File: src/rtl/alu_pipe_if.sv
// Handshake bundle between the register-read stage, the pipelined ALU and writeback.
// The slave modport is the ALU's view; the master modport is the driver/consumer's view.
interface alu_pipe_if #(
  parameter int DATA_WIDTH = 32,
  parameter int ADDR_WIDTH = 5,
  parameter int FUNC_WIDTH = 4
);
  logic                  in_valid_i;
  logic                  in_ready_o;
  logic [DATA_WIDTH-1:0] rs1_data_i;
  logic [DATA_WIDTH-1:0] rs2_data_i;
  logic [FUNC_WIDTH-1:0] func_i;
  logic [ADDR_WIDTH-1:0] rd_addr_i;
  logic                  out_valid_o;
  logic                  out_ready_i;
  logic [DATA_WIDTH-1:0] rd_data_o;
  logic [ADDR_WIDTH-1:0] rd_addr_o;
  logic                  zero_o;
  logic                  carry_o;
  logic                  invalid_o;

  modport slave (
    input  in_valid_i, rs1_data_i, rs2_data_i, func_i, rd_addr_i, out_ready_i,
    output in_ready_o, out_valid_o, rd_data_o, rd_addr_o, zero_o, carry_o, invalid_o
  );

  modport master (
    output in_valid_i, rs1_data_i, rs2_data_i, func_i, rd_addr_i, out_ready_i,
    input  in_ready_o, out_valid_o, rd_data_o, rd_addr_o, zero_o, carry_o, invalid_o
  );
endinterface

File: src/rtl/alu_pipe.sv
// Two-stage pipelined integer ALU: S1 captures operands, S2 holds result and flags.
// Both stages use valid/ready so a stalled writeback backs up into the decode stage.
module alu_pipe #(
  parameter int DATA_WIDTH = 32,
  parameter int ADDR_WIDTH = 5,
  parameter int FUNC_WIDTH = 4
) (
  input logic       clk_i,
  input logic       arst_ni,
  alu_pipe_if.slave bus
);

  localparam int ShW = $clog2(DATA_WIDTH);

  localparam logic [FUNC_WIDTH-1:0] OpAnd  = FUNC_WIDTH'(0);
  localparam logic [FUNC_WIDTH-1:0] OpOr   = FUNC_WIDTH'(1);
  localparam logic [FUNC_WIDTH-1:0] OpXor  = FUNC_WIDTH'(2);
  localparam logic [FUNC_WIDTH-1:0] OpNot  = FUNC_WIDTH'(3);
  localparam logic [FUNC_WIDTH-1:0] OpAdd  = FUNC_WIDTH'(4);
  localparam logic [FUNC_WIDTH-1:0] OpSub  = FUNC_WIDTH'(5);
  localparam logic [FUNC_WIDTH-1:0] OpSll  = FUNC_WIDTH'(6);
  localparam logic [FUNC_WIDTH-1:0] OpSrl  = FUNC_WIDTH'(7);
  localparam logic [FUNC_WIDTH-1:0] OpSra  = FUNC_WIDTH'(8);
  localparam logic [FUNC_WIDTH-1:0] OpSlt  = FUNC_WIDTH'(9);
  localparam logic [FUNC_WIDTH-1:0] OpSltu = FUNC_WIDTH'(10);

  logic                  s1Valid_q, s1Valid_d;
  logic [DATA_WIDTH-1:0] s1Rs1_q, s1Rs1_d;
  logic [DATA_WIDTH-1:0] s1Rs2_q, s1Rs2_d;
  logic [FUNC_WIDTH-1:0] s1Func_q, s1Func_d;
  logic [ADDR_WIDTH-1:0] s1Rd_q, s1Rd_d;

  logic                  s2Valid_q, s2Valid_d;
  logic [DATA_WIDTH-1:0] s2Data_q, s2Data_d;
  logic [ADDR_WIDTH-1:0] s2Rd_q, s2Rd_d;
  logic                  s2Zero_q, s2Zero_d;
  logic                  s2Carry_q, s2Carry_d;
  logic                  s2Invalid_q, s2Invalid_d;

  logic                  s2Free;
  logic                  s1Advance;
  logic                  inReady;
  logic                  inXfer;

  logic [DATA_WIDTH-1:0] aluResult;
  logic                  aluCarry;
  logic                  aluInvalid;
  logic [DATA_WIDTH:0]   addSum;
  logic [ShW-1:0]        shamt;

  // S2 frees up when it is empty or being drained; in_ready_o depends on out_ready_i.
  always_comb begin
    s2Free    = !s2Valid_q || bus.out_ready_i;
    s1Advance = s1Valid_q && s2Free;
    inReady   = !s1Valid_q || s2Free;
    inXfer    = bus.in_valid_i && inReady;
  end

  always_comb begin
    s1Valid_d = s1Valid_q;
    s1Rs1_d   = s1Rs1_q;
    s1Rs2_d   = s1Rs2_q;
    s1Func_d  = s1Func_q;
    s1Rd_d    = s1Rd_q;
    if (inXfer) begin
      s1Valid_d = 1'b1;
      s1Rs1_d   = bus.rs1_data_i;
      s1Rs2_d   = bus.rs2_data_i;
      s1Func_d  = bus.func_i;
      s1Rd_d    = bus.rd_addr_i;
    end else if (s1Advance) begin
      s1Valid_d = 1'b0;
    end
  end

  always_comb begin
    aluResult  = '0;
    aluCarry   = 1'b0;
    aluInvalid = 1'b0;
    shamt      = s1Rs2_q[ShW-1:0];
    addSum     = {1'b0, s1Rs1_q} + {1'b0, s1Rs2_q};
    case (s1Func_q)
      OpAnd:  aluResult = s1Rs1_q & s1Rs2_q;
      OpOr:   aluResult = s1Rs1_q | s1Rs2_q;
      OpXor:  aluResult = s1Rs1_q ^ s1Rs2_q;
      OpNot:  aluResult = ~s1Rs1_q;
      OpAdd: begin
        aluResult = addSum[DATA_WIDTH-1:0];
        aluCarry  = addSum[DATA_WIDTH];
      end
      OpSub: begin
        aluResult = s1Rs1_q - s1Rs2_q;
        aluCarry  = (s1Rs1_q < s1Rs2_q);
      end
      OpSll:  aluResult = s1Rs1_q << shamt;
      OpSrl:  aluResult = s1Rs1_q >> shamt;
      OpSra:  aluResult = $signed(s1Rs1_q) >>> shamt;
      OpSlt:  aluResult = {{(DATA_WIDTH-1){1'b0}}, ($signed(s1Rs1_q) < $signed(s1Rs2_q))};
      OpSltu: aluResult = {{(DATA_WIDTH-1){1'b0}}, (s1Rs1_q < s1Rs2_q)};
      default: aluInvalid = 1'b1;
    endcase
  end

  // S2 holds everything while stalled so writeback sees a stable result.
  always_comb begin
    s2Valid_d   = s2Valid_q;
    s2Data_d    = s2Data_q;
    s2Rd_d      = s2Rd_q;
    s2Zero_d    = s2Zero_q;
    s2Carry_d   = s2Carry_q;
    s2Invalid_d = s2Invalid_q;
    if (s1Advance) begin
      s2Valid_d   = 1'b1;
      s2Data_d    = aluResult;
      s2Rd_d      = s1Rd_q;
      s2Zero_d    = (aluResult == '0);
      s2Carry_d   = aluCarry;
      s2Invalid_d = aluInvalid;
    end else if (bus.out_ready_i) begin
      s2Valid_d = 1'b0;
    end
  end

  always_ff @(posedge clk_i or negedge arst_ni) begin
    if (!arst_ni) begin
      s1Valid_q   <= 1'b0;
      s1Rs1_q     <= '0;
      s1Rs2_q     <= '0;
      s1Func_q    <= '0;
      s1Rd_q      <= '0;
      s2Valid_q   <= 1'b0;
      s2Data_q    <= '0;
      s2Rd_q      <= '0;
      s2Zero_q    <= 1'b0;
      s2Carry_q   <= 1'b0;
      s2Invalid_q <= 1'b0;
    end else begin
      s1Valid_q   <= s1Valid_d;
      s1Rs1_q     <= s1Rs1_d;
      s1Rs2_q     <= s1Rs2_d;
      s1Func_q    <= s1Func_d;
      s1Rd_q      <= s1Rd_d;
      s2Valid_q   <= s2Valid_d;
      s2Data_q    <= s2Data_d;
      s2Rd_q      <= s2Rd_d;
      s2Zero_q    <= s2Zero_d;
      s2Carry_q   <= s2Carry_d;
      s2Invalid_q <= s2Invalid_d;
    end
  end

  assign bus.in_ready_o  = inReady;
  assign bus.out_valid_o = s2Valid_q;
  assign bus.rd_data_o   = s2Data_q;
  assign bus.rd_addr_o   = s2Rd_q;
  assign bus.zero_o      = s2Zero_q;
  assign bus.carry_o     = s2Carry_q;
  assign bus.invalid_o   = s2Invalid_q;

endmodule

File: src/flat_wrapper.sv
// flat-port wrapper written by rule: the top's interface ports become plain ports
module alu_pipe_flat 
#(
  parameter int DATA_WIDTH = 32,
  parameter int ADDR_WIDTH = 5,
  parameter int FUNC_WIDTH = 4
)
  (clk_i, arst_ni, bus_in_valid_i, bus_rs1_data_i, bus_rs2_data_i, bus_func_i, bus_rd_addr_i, bus_out_ready_i, bus_in_ready_o, bus_out_valid_o, bus_rd_data_o, bus_rd_addr_o, bus_zero_o, bus_carry_o, bus_invalid_o);
  alu_pipe_if #(.DATA_WIDTH(DATA_WIDTH), .ADDR_WIDTH(ADDR_WIDTH), .FUNC_WIDTH(FUNC_WIDTH)) bus_i ();
  input logic clk_i;
  input logic arst_ni;
  input wire logic [$bits(bus_i.in_valid_i)-1:0] bus_in_valid_i;
  input wire logic [$bits(bus_i.rs1_data_i)-1:0] bus_rs1_data_i;
  input wire logic [$bits(bus_i.rs2_data_i)-1:0] bus_rs2_data_i;
  input wire logic [$bits(bus_i.func_i)-1:0] bus_func_i;
  input wire logic [$bits(bus_i.rd_addr_i)-1:0] bus_rd_addr_i;
  input wire logic [$bits(bus_i.out_ready_i)-1:0] bus_out_ready_i;
  output wire logic [$bits(bus_i.in_ready_o)-1:0] bus_in_ready_o;
  output wire logic [$bits(bus_i.out_valid_o)-1:0] bus_out_valid_o;
  output wire logic [$bits(bus_i.rd_data_o)-1:0] bus_rd_data_o;
  output wire logic [$bits(bus_i.rd_addr_o)-1:0] bus_rd_addr_o;
  output wire logic [$bits(bus_i.zero_o)-1:0] bus_zero_o;
  output wire logic [$bits(bus_i.carry_o)-1:0] bus_carry_o;
  output wire logic [$bits(bus_i.invalid_o)-1:0] bus_invalid_o;
  assign bus_i.in_valid_i = bus_in_valid_i;
  assign bus_i.rs1_data_i = bus_rs1_data_i;
  assign bus_i.rs2_data_i = bus_rs2_data_i;
  assign bus_i.func_i = bus_func_i;
  assign bus_i.rd_addr_i = bus_rd_addr_i;
  assign bus_i.out_ready_i = bus_out_ready_i;
  assign bus_in_ready_o = bus_i.in_ready_o;
  assign bus_out_valid_o = bus_i.out_valid_o;
  assign bus_rd_data_o = bus_i.rd_data_o;
  assign bus_rd_addr_o = bus_i.rd_addr_o;
  assign bus_zero_o = bus_i.zero_o;
  assign bus_carry_o = bus_i.carry_o;
  assign bus_invalid_o = bus_i.invalid_o;
  alu_pipe #(.DATA_WIDTH(DATA_WIDTH), .ADDR_WIDTH(ADDR_WIDTH), .FUNC_WIDTH(FUNC_WIDTH)) u_core (.clk_i(clk_i), .arst_ni(arst_ni), .bus(bus_i));
endmodule
File: config.mk
export PLATFORM = sky130hd
export DESIGN_NAME = alu_pipe_flat
export DESIGN_NICKNAME = d
export VERILOG_FILES = /design/src/rtl/alu_pipe_if.sv /design/src/rtl/alu_pipe.sv /design/src/flat_wrapper.sv
export SDC_FILE = /design/constraint.sdc
export NUM_CORES = 1
export LEC_CHECK = 0
export CAP_MARGIN = 20
export CELL_PAD_IN_SITES_DETAIL_PLACEMENT = 1
export CELL_PAD_IN_SITES_GLOBAL_PLACEMENT = 1
export CORE_ASPECT_RATIO = 0.6
export CORE_MARGIN = 5
export CORE_UTILIZATION = 40
export DETAILED_ROUTE_END_ITERATION = 8
export PLACE_DENSITY_LB_ADDON = 0.1
export SLEW_MARGIN = 20
export SYNTH_ARGS = -nofsm -noshare
export SYNTH_HDL_FRONTEND = slang
export SYNTH_SLANG_ARGS = --single-unit
File: constraint.sdc
create_clock -name clk_i -period 4 [get_ports clk_i]
set_input_delay 0.4 -clock clk_i [delete_from_list [all_inputs] [get_ports clk_i]]
set_output_delay 0.4 -clock clk_i [all_outputs]
set_load 0.02 [all_outputs]
# ---- After elaboration in Yosys (flattened, before gate mapping)
# Index checks and enable logic that the tools add are counted.
dict set report word_totals {
  regBits 115
  inputBits 77
  word_cells 50
  output_inout_bits 42
}
dict set report classes {
  shift 3
  add_sub_neg 2
  mux 7
  reduce_logical 11
  n_lt_le_gt_ge 2
  eq_ne 10
  bitwise_logic 4
}
# cell n
set ops {}
lappend ops {{one-hot mux 32 bit (11 select lines)} 1}
lappend ops {{less-than comparator 32 bit} 2}
lappend ops {{adder 32 x 32 -> 33 bit} 1}
lappend ops {{AND 32 bit} 1}
lappend ops {{zero test 32 bit} 1}
lappend ops {{inverter 32 bit} 1}
lappend ops {{bitwise OR 32 bit} 1}
lappend ops {{<< shifter 32 x 5 -> 32 bit} 1}
lappend ops {{right shift 32 x 5 -> 32 bit} 1}
lappend ops {{>>> shifter 32 x 5 -> 32 bit} 1}
lappend ops {{subtractor 32 bit} 1}
lappend ops {{bitwise XOR 32 bit} 1}
lappend ops {{== test 4 x 3 -> 1 bit (second input constant)} 4}
lappend ops {{== test 4 bit (second input constant)} 3}
lappend ops {{OR reduction 11 bit} 1}
lappend ops {{== test 4 x 2 -> 1 bit (second input constant)} 2}
lappend ops {{two-way mux 1 bit} 5}
lappend ops {{== test 4 x 1 -> 1 bit (second input constant)} 1}
lappend ops {{zero test 4 bit} 1}
lappend ops {{nonzero test 2 bit} 2}
lappend ops {{logical AND 1 bit} 2}
lappend ops {{zero test 1 bit} 2}
lappend ops {{logical OR 1 bit} 2}
lappend ops {{one-hot mux 1 bit (2 select lines)} 1}

# ---- Depth between registers and ports, before layout
dict set report logic_depth {
  ltp_word 5
  ltp_mapped 17
  ltp_nobuf 15
}

# ---- Least setup slack after synthesis
# Ideal clock, no wire load.
dict set report synth_timing {
  path_kind {register to register}
  from {register u_core.s1Rs2_q[3]}
  to {register u_core.s2Zero_q (netlist: u_core.bus.zero_o)}
  slack_ps -368
  synth_period_minus_slack_ps 4368
  path_buffers 4
  setup_ps 103
  arrival_time_ps 4264
  required_time_ps 3897
  stages_incl_launch_ff 17
  cell_sequence {dfrtp_1 > buf_2 > inv_1 > clkbuf_1 > buf_1 > ha_1 > buf_2 > and3_1 > a221oi_2 > o221ai_1 > a211oi_1 > o31ai_1 > a221oi_1 > or3_1 > nand4_1 > or4_4 > o41ai_2}
}
dict set report synth_between {
  elab_chain_cells 3
}
# element line
set synth_lines {}
lappend synth_lines {{from (decl)} alu_pipe.sv:29} ;# logic [DATA_WIDTH-1:0] s1Rs2_q, s1Rs2_d;
lappend synth_lines {{from (signal assigned)} alu_pipe.sv:140} ;# s1Rs2_q <= s1Rs2_d;
lappend synth_lines {{subtractor 32 bit, or another cell as far along} alu_pipe.sv:92} ;# aluResult = s1Rs1_q - s1Rs2_q;
lappend synth_lines {{one-hot mux 32 bit (11 select lines) *} alu_pipe.sv:82} ;# case (s1Func_q)
lappend synth_lines {{zero test 32 bit *} alu_pipe.sv:116} ;# s2Zero_d = (aluResult == '0);
lappend synth_lines {{to (signal assigned)} alu_pipe.sv:146} ;# s2Zero_q <= s2Zero_d;
lappend synth_lines {{to (decl)} alu_pipe.sv:36} ;# logic s2Zero_q, s2Zero_d;
# Mark *: on every way between the ends. The rest lies on a longest branch, timed or not.
# A chain may end at the register's enable or synchronous reset.

# ---- Worst setup path after layout
dict set report layout_timing {
  from {register u_core.s1Rs2_q[0]}
  to {register u_core.s2Zero_q (netlist: u_core.bus.zero_o)}
}
# Same word-level chain as after synthesis.

==> reports/results.ini <==
[run_status]
result_of_the_run=finished with violations
violated_checks=negative hold slack, negative setup slack

[detailed_routing]
firstDrtPassIters=8
drt_iter0_drc=2936
detail_route.wirelength_um=85000
avgViaCountPerCell=6.71
routed_wire_length_per_instance_um=31.9
remaining_drc_errors=0
num_vias=17857
drtAntennaViolNets=0

[clocking]
clock_latency_of_the_later_clocked_register_in_the_worst_skew_pair_ns=0.46
cts.root.buffer_cell=clkbuf_16
max-clock-path-buffers=2
cts_num_sinks=115
cts_tree=done
cts_buffers=17
register_clock_pin_slew_on_the_reported_worst_setup_and_hold_paths_ns=0.07
cts_htree_levels=4

[timing]
maxSlewHeadroom_pct=18.4
period_share_pct=107
hold_ws_ns=-0.0169
finalHoldViolations=4
maxSlewViolCount=0
postLayoutSetupSlackWorst_ns=-0.261
rsz0062_at_grt=yes
clock_skew_ns=0.0166
fmax_ghz=0.235
final_count_of_negative_setup_slack_endpoints=3
actual_transition_at_the_worst_max_transition_pin_ns=1.21
tns_ns=-0.421
final_period_minus_worst_setup_slack_ns=4.26

[worst_setup_path]
crit_arrival_ns=4.62
endpoint_of_the_most_critical_register_to_register_path=u_core.bus.zero_o
end_kind=flip-flop
r2r-start=u_core.s1Rs2_q[0]
worst-endpoint-required_ns=4.36
critical_path_peak_fanout=21
worst-r2r-cell-count=13
critPathLaunchType=flip-flop
r2r_setup_slack_ns=-0.26
cp_class=reg -> reg

[logic_synthesis]
ys_types=99
synth_ff_type=dfrtp_1
mappedNetlistNets=1933
synth_async_sr_flop_share_pct=100
synth-seq-cells=115
ys_seq_area_share_pct=19.4
synthesis.yosys.warnings=0
post_synth_inst_count=1753
synth-edff-count=0
syn_area_per_cell_um2=8.47
syn-cell-area_um2=14800

[floorplanning]
placementRows=54
core_area_um2=36500
ioPinCount=119
starting_utilization_of_the_core_area_pct=40.7
die_w_um=259
dieHeight_um=159
die_area_um2=41200

[place]
detailedPlacementHpwl_um=67300
gp_congestion=1.07
pre_cts_slack_ns=-0.371
quantity_of_i_o_buffers_inserted_on_ports=118
post-place-cells=2617

[final_layout]
nFillCells=4286
multi_input_comb_area_um2=11100
final_layout_size_suffix_gt1_share_pct=34.0
regArea_um2=2890
nNetsFinal=2353
most-common-layout-cells=427 x buf_4, 143 x nand2_1, 134 x nor2_1
layout_commonest_cell=buf_4
post_layout_nonfiller_instances=2663
synthesis_to_layout_area_growth_pct=37.2

[power_and_ir_drop]
fin_total_pwr_mw=11.2
cellPowerDensity_nw_per_um2=551
total_leakage_power_nw=8.90
vdd_drop_max_mv=0.340

[global_routing]
overall_global_routing_usage_pct=39.9
grt_pass1_vias=17368
overflow=0
antenna_found_initial=4
pin_count_of_the_biggest_net_entering_global_routing=74
grt_first_pass_wirelength_um=124000

[min_path]
min_path_type=in -> async

[flow_run]
drv.max_cap_violation_count=0

power by group:
part	total [mW]	switching [mW]	internal, mW	leakage, nW
clock	1.78	0.754	1.02	0.296
sequential	1.63	0.214	1.42	1.38
combinational	7.80	4.46	3.34	7.23
total	11.2	5.43	5.79	8.90
flip-flops by register name, summed over array words and instances, names as in the netlist:
register / count
u_core.bus.zero_o: 1
u_core.s1Rd_q: 5
u_core.s1Rs1_q: 32
u_core.bus.out_valid_o: 1
u_core.bus.rd_addr_o: 5
u_core.s1Rs2_q: 32
u_core.s1Valid_q: 1
u_core.bus.invalid_o: 1
u_core.s1Func_q: 4
u_core.bus.rd_data_o: 32
u_core.bus.carry_o: 1
critical path: stages, from the launching register on:
cell	delay [ns]
dfrtp_4	0.51
buf_8	0.16
buf_16	0.17
inv_1	0.09
buf_4	0.17
mux4_2	0.59
a32o_1	0.29
a21oi_1	0.20
nand3_1	0.27
a2111oi_0	0.48
and4_1	0.29
nand4_1	0.14
or4_1	0.51
o41ai_2	0.28
synthesized netlist by cell type (38+ instances only):
cell type	instances	area [um2]
nand2_1	145	544
inv_1	124	465
buf_2	38	190
mux2i_1	62	621
clkbuf_1	93	349
dfrtp_1	115	2880
nor2_1	136	510
mux2_2	107	1200
o21ai_0	82	410
a21oi_1	117	586
ha_1	101	1260
mux4_2	65	1460
what timing repair did:
item / 4_1_cts / 5_1_grt
setup endpoints to repair: 1 / 4
hold buffers: 0 / 0
pin swaps: 18 / 10
gates resized for setup: 48 / 26
cloned: 2 / 0
setup buffers: 7 / 4
how the worst max path moves through the flow:
stage,start,endpoint,slack (ns)
2_1_floorplan,u_core.s1Rs2_q[2],u_core.bus.zero_o,0.01
3_3_place_gp,u_core.s1Rs2_q[0],u_core.bus.zero_o,-0.27
5_1_grt,u_core.s1Rs2_q[0],u_core.bus.zero_o,-0.26
6_report,u_core.s1Rs2_q[0],u_core.bus.zero_o,-0.26
3_5_place_dp,u_core.s1Rs2_q[0],u_core.bus.zero_o,-0.37
4_1_cts,u_core.s1Rs2_q[0],u_core.bus.zero_o,-0.06
stage by stage:
step,utilization [%],instance area [um2]
after global placement,52.7,19200
after detailed placement,52.7,19200
after global routing,55.8,20400
final,55.8,20400
after CTS,55.4,20200
after floorplan,-,14900
final cells by class:
cell class,instances,share of cell area [%]
Timing Repair Buffer,560,23.1
Inverter,127,2.35
Antenna cell,1,0.0123
Sequential cell,115,14.2
Clock inverter,13,0.854
Multi-Input combinational cell,1352,54.4
Tap cell,476,2.92
Clock buffer,19,2.22
logic make-up (layout without fill, tap and decap cells):
logic type / Yosys count / in the layout / share of synthesized area (%)
xor+xnor: 22 / 22 / 1.30
flops: 115 / 115 / 19.4
fa+ha+maj: 103 / 103 / 8.78
buf+inv: 286 / 719 / 8.35
mux: 236 / 236 / 22.3
other cells: 0 / 1 / 0
simple gates: 477 / 477 / 15.4
compound gates: 514 / 514 / 24.5
layer usage:
layer	GRT usage, %	routed length (um)	up-vias
met4	6.73	1750	6
met2	53.3	32300	1394
li1	-	-	7380
met1	60.1	37300	8899
met3	16.7	13600	178
met5	0	41	-
No activity file was read; power rests on OpenSTA's default activity.
==> RTL change, RTL diff (same flow settings) <==
Take the reset off `s1Rs1_q`, `s1Rs2_q` and `s2Data_q` and load them in a clocked block of their own.
--- a/src/rtl/alu_pipe.sv
+++ b/src/rtl/alu_pipe.sv
@@ -124,29 +124,29 @@
   always_ff @(posedge clk_i or negedge arst_ni) begin
     if (!arst_ni) begin
       s1Valid_q   <= 1'b0;
-      s1Rs1_q     <= '0;
-      s1Rs2_q     <= '0;
       s1Func_q    <= '0;
       s1Rd_q      <= '0;
       s2Valid_q   <= 1'b0;
-      s2Data_q    <= '0;
       s2Rd_q      <= '0;
       s2Zero_q    <= 1'b0;
       s2Carry_q   <= 1'b0;
       s2Invalid_q <= 1'b0;
     end else begin
       s1Valid_q   <= s1Valid_d;
-      s1Rs1_q     <= s1Rs1_d;
-      s1Rs2_q     <= s1Rs2_d;
       s1Func_q    <= s1Func_d;
       s1Rd_q      <= s1Rd_d;
       s2Valid_q   <= s2Valid_d;
-      s2Data_q    <= s2Data_d;
       s2Rd_q      <= s2Rd_d;
       s2Zero_q    <= s2Zero_d;
       s2Carry_q   <= s2Carry_d;
       s2Invalid_q <= s2Invalid_d;
     end
+  end
+
+  always_ff @(posedge clk_i) begin
+    s1Rs1_q  <= s1Rs1_d;
+    s1Rs2_q  <= s1Rs2_d;
+    s2Data_q <= s2Data_d;
   end
 
   assign bus.in_ready_o  = inReady;
Formal check against the unedited RTL: differs if arst_ni is asserted again (counterexample within 4 cycles, from zero or initial values and one cycle with arst_ni low); with arst_ni held inactive, the same outputs for 4 cycles.
==> RTL change against the original RTL <==
First-iteration DRC count decreased by 11%. Largest cell class unchanged. The flow finishes with violations (negative setup slack). Setup slack got worse by 80 ps. Sequential cell count unchanged. Die area decreased by 5.7%. Worst hold slack improved by 470 ps. Design area decreased by 3.8%. Synthesized area decreased by 6.0%. Wire length decreased by 9.6%. Clock skew decreased by 3.7 ps. Critical path depth increased by 4.
Power is not compared: it rests on default switching activity, and its combinational part moved more than twofold at a synthesized area within 25%.
==> RTL change: results <==
metrics = {
    "grt": {
        "grt.total_usage_pct": 38.55,
        "first_global_vias": 16430,
        "grt_first_pass_wirelength_um": 111800,
        "initial_antenna_violation_count": 1,
    },
    "placement": {
        "place_congestion": 1.104,
        "dp_hpwl_um": 62170,
    },
    "finish": {
        "number_of_antenna_repair_diodes": 0,
        "nFillCells": 4077,
        "nets": 2232,
    },
    "worst_setup_path": {
        "r2r_cells": 17,
        "critical-path-max-stage-delay_ps": 570,
        "arrival_ps": 4710,
        "critical-path-slowest-cell": "a2111oi_0",
    },
    "run_status": {
        "outcome": "finished, violations left",
        "violations": "negative setup slack",
    },
    "sta": {
        "clock-skew-final_ps": 12.88,
        "worst_hold_slack_ps": 449.9,
        "setup_viol": 1,
        "finalWorstSetupSlack_ps": -341.8,
    },
    "route": {
        "detail_route.iter0.violations": 2612,
        "wirelength_um": 76870,
    },
    "synthesis": {
        "postSynth.asyncResetShare_pct": 16.52,
        "mappedNetlistNets": 1764,
        "synth_edf_count": 96,
        "synthTopCellsByCount": "nand2_1, inv_1, a21oi_1",
    },
}
## RTL change: cell types whose count changed after synthesis, sizes merged, moves of 9 or more
cell and delta:
mux4 +9, o22ai +10, buf -19, a211oi -11
and3 +9, o221ai -11, a21oi -14, edfxtp +96
nor2 -42, mux2 -71, dfrtp -96
## RTL change: kinds of logic after synthesis
group	count (synthesis)	share of synthesized area, %
multiplexers	167	18.96
flip-flops	115	24.05
AO/OA/AOI/OAI	469	22.82
buffers and inverters	261	7.563
AND/OR/NAND/NOR	447	15.89
XOR/XNOR	22	1.380
adder cells (fa/ha/maj)	103	9.338
## RTL change: per-layer routing
layer | vias up | routed length [um] | global-route usage [%]
li1 | 6952 | - | -
met1 | 8243 | 32780 | 55.71
met2 | 1194 | 30170 | 53.32
met3 | 164 | 11990 | 16.54
met4 | 4 | 1899 | 8.595
met5 | - | 26 | 0
## RTL change: worst paths after layout
check                                       start                 endpoint
min in group clk_i               u_core.s1Rd_q[4]  u_core.bus.rd_addr_o[4]
worst max register to register  u_core.s1Rs2_q[0]        u_core.bus.zero_o
max in group asynchronous                 arst_ni       u_core.s1Func_q[0]
worst max-delay path            u_core.s1Rs2_q[0]        u_core.bus.zero_o
worst min register to register   u_core.s1Rd_q[4]  u_core.bus.rd_addr_o[4]
worst min-delay path                      arst_ni  u_core.bus.rd_addr_o[4]
## RTL change: through the flow
stage | util (%) | power, mW | setup TNS (ps) | cells
after floorplan | - | 3.146 | -44.93 | 1584
after global placement | 54.14 | 4.755 | -275.2 | 2497
after detailed placement | 54.14 | 4.823 | -336.6 | 2497
after CTS | 56.23 | 6.550 | -299.1 | 2531
after global routing | 56.42 | 6.885 | -585.5 | 2532
final | 56.42 | 6.674 | -341.8 | 2532
## RTL change: layout make-up
cell class / instances / share of cell area (%)
multi-input cells: 1208 / 49.66
repair buffers: 581 / 24.50
flip-flops and latches: 115 / 17.14
well taps: 467 / 2.980
clock buffers: 25 / 2.961
inverters: 129 / 2.495
clock inverters: 7 / 0.2616
## RTL change: timing repair
| action | 4_1_cts | 5_1_grt |
|---|---|---|
| endpoints found under the setup margin | 1 | 6 |
| hold buffers | 0 | 1 |
| pin swaps | 0 | 1 |
| hold endpoints to repair | 0 | 19 |
| setup buffers | 1 | 0 |
| cloned | 1 | 0 |
| resized for setup | 12 | 12 |
## RTL change: where the power goes
group	total (mW)	internal, mW	switching, mW
Sequential	1.55	1.47	0.0801
Clock	1.68	1.01	0.668
Combinational	3.45	1.50	1.95
